$ cat src/rtl/uart_rx_fifo_pkg.sv
// Purpose: shared widths and defaults for the UART receive-side byte buffer.
// Latency: n/a (declarations only).
// Backpressure: n/a.
package uart_rx_fifo_pkg;

  // Width of one UART character.
  localparam int UART_DATA_W = 8;

  // Default buffer geometry.
  localparam int DEF_DEPTH     = 16;
  localparam int DEF_AFULL_LVL = 12;

  // Width and ceiling of the dropped-byte counter.
  localparam int         OVR_CNT_W   = 8;
  localparam logic [7:0] OVR_CNT_MAX = 8'hFF;

endpackage

$ cat src/rtl/uart_rx_fifo_mem.sv
// Purpose: DEPTH x DW register array used as FIFO storage.
// Latency: write lands on the next clk edge; read is combinational from the addressed entry.
// Backpressure: none; the caller gates writes.
// Ports: clk; we/waddr/wdata form the synchronous write port; raddr/rdata form the async read port.
// Storage is deliberately not reset.
module fifo_mem
  import uart_rx_fifo_pkg::*;
#(
  parameter int DEPTH = DEF_DEPTH,
  parameter int DW    = UART_DATA_W
) (
  input  logic                     clk,
  input  logic                     we,
  input  logic [$clog2(DEPTH)-1:0] waddr,
  input  logic [DW-1:0]            wdata,
  input  logic [$clog2(DEPTH)-1:0] raddr,
  output logic [DW-1:0]            rdata
);

  logic [DW-1:0] mem [DEPTH];

  always_ff @(posedge clk) begin
    if (we) begin
      mem[waddr] <= wdata;
    end
  end

  assign rdata = mem[raddr];

endmodule

$ cat src/rtl/uart_rx_fifo.sv
// Purpose: byte FIFO behind the UART receiver; captures rx_done strobes, serves bytes FWFT, flags overrun.
// Latency: a byte captured at edge N is visible on dout (dout_valid=1) in cycle N+1; no extra read latency.
// Backpressure: consumer stalls with dout_ready=0; the receiver cannot be stalled, so bytes arriving
//               while full (and no pop in the same cycle) are dropped and overrun is set.
// Ports: clk, rst (async, active-low); rx_done/rx_data in from receiver; dout_valid/dout_ready/dout
//        to the consumer; level/almost_full/full occupancy status; overrun (sticky) cleared by clr_ovr;
//        ovr_cnt dropped-byte count.
// Build option: define UART_RX_FIFO_OVR_CNT_EN to build a saturating dropped-byte counter on ovr_cnt;
//               otherwise ovr_cnt is tied to zero.
module uart_rx_fifo
  import uart_rx_fifo_pkg::*;
#(
  parameter int DEPTH     = DEF_DEPTH,
  parameter int AFULL_LVL = DEF_AFULL_LVL
) (
  input  logic                   clk,
  input  logic                   rst,
  input  logic                   rx_done,
  input  logic [UART_DATA_W-1:0] rx_data,
  output logic                   dout_valid,
  input  logic                   dout_ready,
  output logic [UART_DATA_W-1:0] dout,
  output logic [$clog2(DEPTH):0] level,
  output logic                   almost_full,
  output logic                   full,
  output logic                   overrun,
  input  logic                   clr_ovr,
  output logic [OVR_CNT_W-1:0]   ovr_cnt
);

  localparam int          AW        = $clog2(DEPTH);
  localparam logic [AW:0] PTR_ONE   = (AW+1)'(1);
  localparam logic [AW:0] AFULL_THR = (AW+1)'(AFULL_LVL);

  // Pointers carry one extra wrap bit so full and empty are distinguishable.
  logic [AW:0] wr_ptr;
  logic [AW:0] rd_ptr;
  logic        empty;
  logic        push;
  logic        pop;
  logic        drop;

  always_comb begin
    empty       = (wr_ptr == rd_ptr);
    full        = (wr_ptr[AW-1:0] == rd_ptr[AW-1:0]) && (wr_ptr[AW] != rd_ptr[AW]);
    level       = wr_ptr - rd_ptr;
    dout_valid  = !empty;
    almost_full = (level >= AFULL_THR);
    pop         = dout_valid && dout_ready;
    // A pop in the same cycle frees the slot, so a full FIFO can still accept the byte.
    push        = rx_done && (!full || pop);
    drop        = rx_done && full && !pop;
  end

  always_ff @(posedge clk or negedge rst) begin
    if (!rst) begin
      wr_ptr <= '0;
      rd_ptr <= '0;
    end else begin
      if (push) begin
        wr_ptr <= wr_ptr + PTR_ONE;
      end
      if (pop) begin
        rd_ptr <= rd_ptr + PTR_ONE;
      end
    end
  end

  // A drop in the same cycle as clr_ovr keeps the flag set.
  always_ff @(posedge clk or negedge rst) begin
    if (!rst) begin
      overrun <= 1'b0;
    end else if (drop) begin
      overrun <= 1'b1;
    end else if (clr_ovr) begin
      overrun <= 1'b0;
    end
  end

`ifdef UART_RX_FIFO_OVR_CNT_EN
  always_ff @(posedge clk or negedge rst) begin
    if (!rst) begin
      ovr_cnt <= '0;
    end else if (drop) begin
      // Clear-and-drop together leaves exactly this one drop counted.
      if (clr_ovr) begin
        ovr_cnt <= OVR_CNT_W'(1);
      end else if (ovr_cnt != OVR_CNT_MAX) begin
        ovr_cnt <= ovr_cnt + OVR_CNT_W'(1);
      end
    end else if (clr_ovr) begin
      ovr_cnt <= '0;
    end
  end
`else
  assign ovr_cnt = '0;
`endif

  fifo_mem #(
    .DEPTH (DEPTH),
    .DW    (UART_DATA_W)
  ) u_mem (
    .clk   (clk),
    .we    (push),
    .waddr (wr_ptr[AW-1:0]),
    .wdata (rx_data),
    .raddr (rd_ptr[AW-1:0]),
    .rdata (dout)
  );

endmodule

$ cat config.mk
export PLATFORM = sky130hd
export DESIGN_NAME = uart_rx_fifo
export DESIGN_NICKNAME = d
export VERILOG_FILES = /design/src/rtl/uart_rx_fifo_pkg.sv /design/src/rtl/uart_rx_fifo_mem.sv /design/src/rtl/uart_rx_fifo.sv
export SDC_FILE = /design/constraint.sdc
export NUM_CORES = 1
export LEC_CHECK = 0
export BUFFER_PORTS_ARGS = -buffer_cell sky130_fd_sc_hd__buf_2
export CAP_MARGIN = 0
export CELL_PAD_IN_SITES_DETAIL_PLACEMENT = 1
export CELL_PAD_IN_SITES_GLOBAL_PLACEMENT = 1
export CORE_UTILIZATION = 56
export CTS_CLUSTER_SIZE = 28
export DETAILED_ROUTE_END_ITERATION = 8
export GPL_ROUTABILITY_DRIVEN = 0
export PLACE_DENSITY_LB_ADDON = 0.25
export RECOVER_POWER = 25
export REMOVE_ABC_BUFFERS = 1
export SETUP_SLACK_MARGIN = 0.02
export SYNTH_ARGS = -nofsm -noshare
export SYNTH_HDL_FRONTEND = slang
export SYNTH_HIERARCHICAL = 1
export SYNTH_SLANG_ARGS = --single-unit
export TNS_END_PERCENT = 30
$ cat constraint.sdc
create_clock -name clk -period 4.15 [get_ports clk]
set_input_delay 0.415 -clock clk [delete_from_list [all_inputs] [get_ports clk]]
set_output_delay 0.415 -clock clk [all_outputs]
set_load 0.01 [all_outputs]
# Word level (Yosys, flattened, before mapping)
# Memory sizes are Yosys's and may differ from the RTL's.
# Index checks and enable logic that the tools add are counted.
# word_totals
ff_bits	11
ram_bits	128
elab_cells	25
n_memories	1
# mem_list
memory	words	word_bits	read_ports	rd_ports_with_merged_regs	wr	line	source
u_mem.mem	16	8	1	0	1	uart_rx_fifo_mem.sv:20	logic [DW-1:0] mem [DEPTH];
# op_classes
n_addsub	3
magnitude_cmp	1
eq_ne	3
mux	4
n_reduce_logical	10
# op_table
cell	n
5-bit by 1-bit adder with 5-bit output (second input constant)	2
5-bit equality test	1
5-bit by 4-bit greater-or-equal comparator with 1-bit output (second input constant)	1
1-bit logical AND	5
5-bit subtractor	1
4-bit equality test	1
1-bit 2-to-1 mux	4
1-bit logical NOT	3
2-bit nonzero test	1
1-bit logical OR	1
1-bit inequality test	1

# Depth between registers and ports, before layout
# logic_depth
ltp_word	7
depth_mapped	8

# Modules after synthesis
# Netlist, hierarchy kept.
# modules_own_cells
module	n_inst	cells_per_inst	area_each_um2	seq_area_each_um2
fifo_mem	1	221	4987.3	3843.7
uart_rx_fifo	1	80	794.5	275.3

# Least setup slack after synthesis
# Ideal clock, no wire load.
# synth_path
path_kind	reg2reg
start	register wr_ptr[0]
end	memory u_mem/mem[0][0] (netlist bit), enable pin
setup_time_ns	0.383
arrival_ns	2.293
required_time_ns	3.767
path_slack_ns	1.473
path_stages_with_launch	8
synth_period_minus_slack_ns	2.677
cell_sequence	dfrtp_1 -> inv_1 -> ha_1 -> nand4_2 -> o31ai_4 -> inv_1 -> or3b_2 -> nor3_1
# synth_via
elab_chain_cells	7
# synth_rtl
item	line	source
from (decl)	uart_rx_fifo.sv:36	logic [AW:0] wr_ptr;
from (signal assigned)	uart_rx_fifo.sv:61	wr_ptr <= wr_ptr + PTR_ONE;
5-bit equality test / 4-bit equality test (equally long branches)	uart_rx_fifo.sv:44, uart_rx_fifo.sv:45	
1-bit logical NOT / 1-bit logical AND (equally long branches)	uart_rx_fifo.sv:47, uart_rx_fifo.sv:45	
1-bit logical AND / 1-bit logical NOT (equally long branches)	uart_rx_fifo.sv:49, uart_rx_fifo.sv:51	
1-bit logical OR *	uart_rx_fifo.sv:51	push = rx_done && (!full || pop);
1-bit logical AND *	uart_rx_fifo.sv:51	
named net push	uart_rx_fifo.sv:39	logic push;
1-bit 2-to-1 mux *	uart_rx_fifo_mem.sv:23	if (we) begin
1-bit 2-to-1 mux (implied by the code) *	uart_rx_fifo_mem.sv:24	mem[waddr] <= wdata;
to (decl)	uart_rx_fifo_mem.sv:20	
# The timed path passes the listed nets; every way through them passes the cells marked *.

# Final worst setup path
# layout_path
start	register rd_ptr[0]
end	output port dout[2]
# layout_via
elab_chain_cells	1
# layout_rtl
item	line	source
from (decl)	uart_rx_fifo.sv:37	logic [AW:0] rd_ptr;
from (signal assigned)	uart_rx_fifo.sv:64	rd_ptr <= rd_ptr + PTR_ONE;
memory 16 x 8 bit	--	
to (decl)	uart_rx_fifo.sv:22	output logic [UART_DATA_W-1:0] dout,
# No other way between the ends.

==> metrics.md <==
| Metric | Value |
|---|---|
| Outcome | finished, final reports clean |
| Chip width | 104 microns |
| Via density | 6.06 |
| Final Util | 66.9% |
| Via count | 2,974 |
| Ys flop type | edfxtp_1 |
| Die Area | 10,700 sq um |
| Residual DRC count | 0 |
| First-pass GRT wire length | 18.7 mm |
| Max-cap violation count | 0 |
| Post-synthesis mux area share | 14.0% |
| Peak VDD IR | 0.430 mV |
| Critical Path RT | 3.73 ns |
| CP Launch Point | rd_ptr[0]$_DFFE_PN0N_ |
| CP Launch Type | flip-flop |
| Core area | 9910 sq um |
| Max clock buf depth | 2 |
| Insertion delay to the later sink of the worst-skew pair | 0.51 ns |
| Critical path capture point type | output pin |
| Postcts setup bufs | 0 |
| GRT Total Usage | 25.0% |
| Met3 wire len | 545 microns |
| Post-Syn Area | 5780 sq um |
| P per Cell Area | 769 nW/um^2 |
| Least-Margin Pin Slew | 0.998 ns |
| Cell variety after synth | 38 |
| Vias in the first global route | 3,097 |
| Layout area overhead | 14.6% |
| Register bit total from synthesis | 139 |
| Asr flop ratio synth | 7.91% |
| Fraction of layout cells with a size suffix above 1 | 23.7% |
| Hold_ws | 0.0928 ns |
| Pin count of the biggest net entering global routing | 36 |
| Simple-Gate Fraction of Synth Area | 4.74% |
| Total Neg Setup Slack | 0 ns |
| Io pins | 38 |
| Fmax | 0.325 GHz |
| Post-synthesis adder-cell area fraction | 1.64% |
| Initial antenna violation count | 0 |
| Final critical-path required period | 3.08 ns |
| Initial core utilization | 58.3% |
| YS warnings | 6 |
| Max Slew Vio Count | 0 |
| Post-route ant nets | 0 |
| CP Data Arrival Time | 2.66 ns |
| WL met2 | 6.36 mm |
| Port bufs | 29 |
| Main combinational cell family by area after synthesis | multiplexers |
| Critical Path Fanout Max | 35 |
| Site row count | 36 |
| Htree depth | 4 |
| TritonCTS clock tree | yes |
| Wl on met1 | 5.21 mm |
| Worst reg2reg path endpoint | u_mem/mem[3][3]$_DFFE_PP_ |
| Sequential-to-total area share from yosys stat | 71.2% |
| CP Class | flip-flop to output pin |
| Synth Area in Compound Gates | 3.16% |
| DR iter-0 viols | 258 |
| Leak Pwr | 2.31 nW |
| Final Skew | 0.00847 ns |
| Filler Cell Count | 836 |
| DPL Wire Length | 7.51 mm |
| Reg-to-reg startpoint | wr_ptr[0]$_DFFE_PN0P_ |
| Rel. slew slack | 33.2% |
| Reg2reg setup slack | 1.19 ns |
| Hold Crit Class | primary input to flip-flop |
| Clock transition at path regs | 0.06 ns |
| Syn Area/Cell | 19.2 sq um |
| Post-Synth XOR/XNOR Area | 1.97% |
| Worst R2R Path Depth | 7 |
| Endpoints failing setup | 0 |
| Clk root buf | clkbuf_8 |
| Max layer used | met4 |
| CTS Buf Count | 17 |
| RSZ-0062 raised after global routing | false |
| CTS sink cnt | 139 |
| # nets final | 365 |
| Synth Instances | 301 |
| CP endpoint | dout[2] |
| Fin. Hold Viols | 0 |
| Die Span Y | 104 microns |
| DRT Pass-1 Iters | 4 |
| ANT cells | 0 |
| Routed Wire Length | 12.3 mm |
| Wire length per cell | 25.0 microns |
| GRT Residual Overflow | 0 |
| Period utilization | 74.1% |
| Post-synth EDFFs | 128 |
[critical path, stage by stage, from the launching register on]
cell and delay (ns):
dfrtp_2 0.37, buf_4 0.52, mux4_1 0.64, a22oi_1 0.34, nand2_1 0.11, buf_2 0.15
[stage by stage]
step	power, mW	setup slack (ns)	cell area (sq um)	cells
finish	5.09	1.07	6630	491
global route	5.33	0.903	6630	491
CTS	5.13	1.02	6630	491
detailed placement	3.58	1.21	6020	458
global placement	3.51	1.37	6020	458
floorplan	2.98	0.551	5660	290
[how the worst min path moves through the flow]
stage                     startpoint               endpoint  slack, ns  depth (start not counted)
final                        clr_ovr    overrun$_DFFE_PN0P_       0.09                          2
after global routing         clr_ovr    overrun$_DFFE_PN0P_       0.08                          2
after CTS                    clr_ovr    overrun$_DFFE_PN0P_       0.07                          2
after detailed placement         rst  rd_ptr[1]$_DFFE_PN0N_       0.30                          1
after global placement           rst  rd_ptr[4]$_DFFE_PN0N_       0.30                          1
after floorplan                  rst    overrun$_DFFE_PN0P_       0.12                          0
[synthesized netlist by cell type, types with 2 or more instances]
cell             count  area share (%)
a21o_1               2            0.26
a21oi_1              2            0.17
a22oi_1             16             2.1
buf_2                3            0.26
buf_4                9             1.2
buf_6                3            0.58
clkdlybuf4s25_2      3            0.52
dfrtp_1             11             4.8
edfxtp_1           128              66
ha_1                 6             1.3
inv_1               10            0.65
mux4_1              14             6.4
mux4_2              18             7.0
nand2_1             11            0.71
nand2b_1             2            0.22
nand3_1              5            0.43
nand3b_1             4            0.52
nor2_1              18             1.2
nor3_1               5            0.43
nor4b_1              2            0.30
xnor2_1              8             1.2
xor2_1               5            0.76
[registers in the layout, indices dropped and copies added (netlist names)]
register / count
overrun: 1
rd_ptr: 5
wr_ptr: 5
u_mem/mem: 128
[where the power goes]
group          switching [mW]  leakage (nW)  total [mW]  internal [mW]
sequential              0.119          1.29        1.84           1.72
combinational           0.975         0.741        1.72          0.744
clock                   0.604         0.285        1.53          0.931
total                    1.70          2.31        5.09           3.39
[cells in the final DEF, fill, tap and decap left out, types with 2 or more instances in the layout]
master,count
inv_6,5
ha_1,6
mux4_2,18
nor4b_1,2
nand3b_1,4
edfxtp_1,128
clkbuf_16,16
buf_2,23
xnor2_1,8
nand2b_1,2
clkinv_4,2
mux4_1,14
clkinvlp_4,3
dfrtp_1,10
a21oi_1,2
xor2_1,5
nor2_1,18
conb_1,8
nand2_1,11
a21o_1,2
a22oi_1,16
bufinv_16,3
nand3_1,5
clkbuf_1,7
inv_1,10
nor3_1,5
buf_4,6
[layer usage]
metal	up-vias	global-route usage [%]
li1	1290	-
met1	1552	32.7
met2	114	42.0
met3	18	4.34
met4	0	9.83
met5	-	0
[kinds of logic after synthesis]
group,Yosys count
AND/OR/NAND/NOR,54
buffers and inverters,28
flip-flops,139
other,1
adder cells (fa/ha/maj),7
XOR/XNOR,13
multiplexers,35
AO/OA/AOI/OAI,24
[timing repair]
item | in CTS | in global routing
hold buffers | 1 | 0
endpoints found under the hold margin | 11 | 0
resized for setup | 0 | 0
[cell type report]
| cell class | count | area (sq um) | area share, % |
|---|---|---|---|
| well taps | 133 | 166 | 2.51 |
| clock buffers | 18 | 418 | 6.31 |
| flip-flops and latches | 139 | 4120 | 62.2 |
| repair buffers | 36 | 193 | 2.91 |
| multi-input cells | 141 | 1510 | 22.7 |
| inverters | 10 | 37.5 | 0.567 |
| clock inverters | 14 | 185 | 2.80 |
Note: power is estimated with default switching activity, not from simulation.
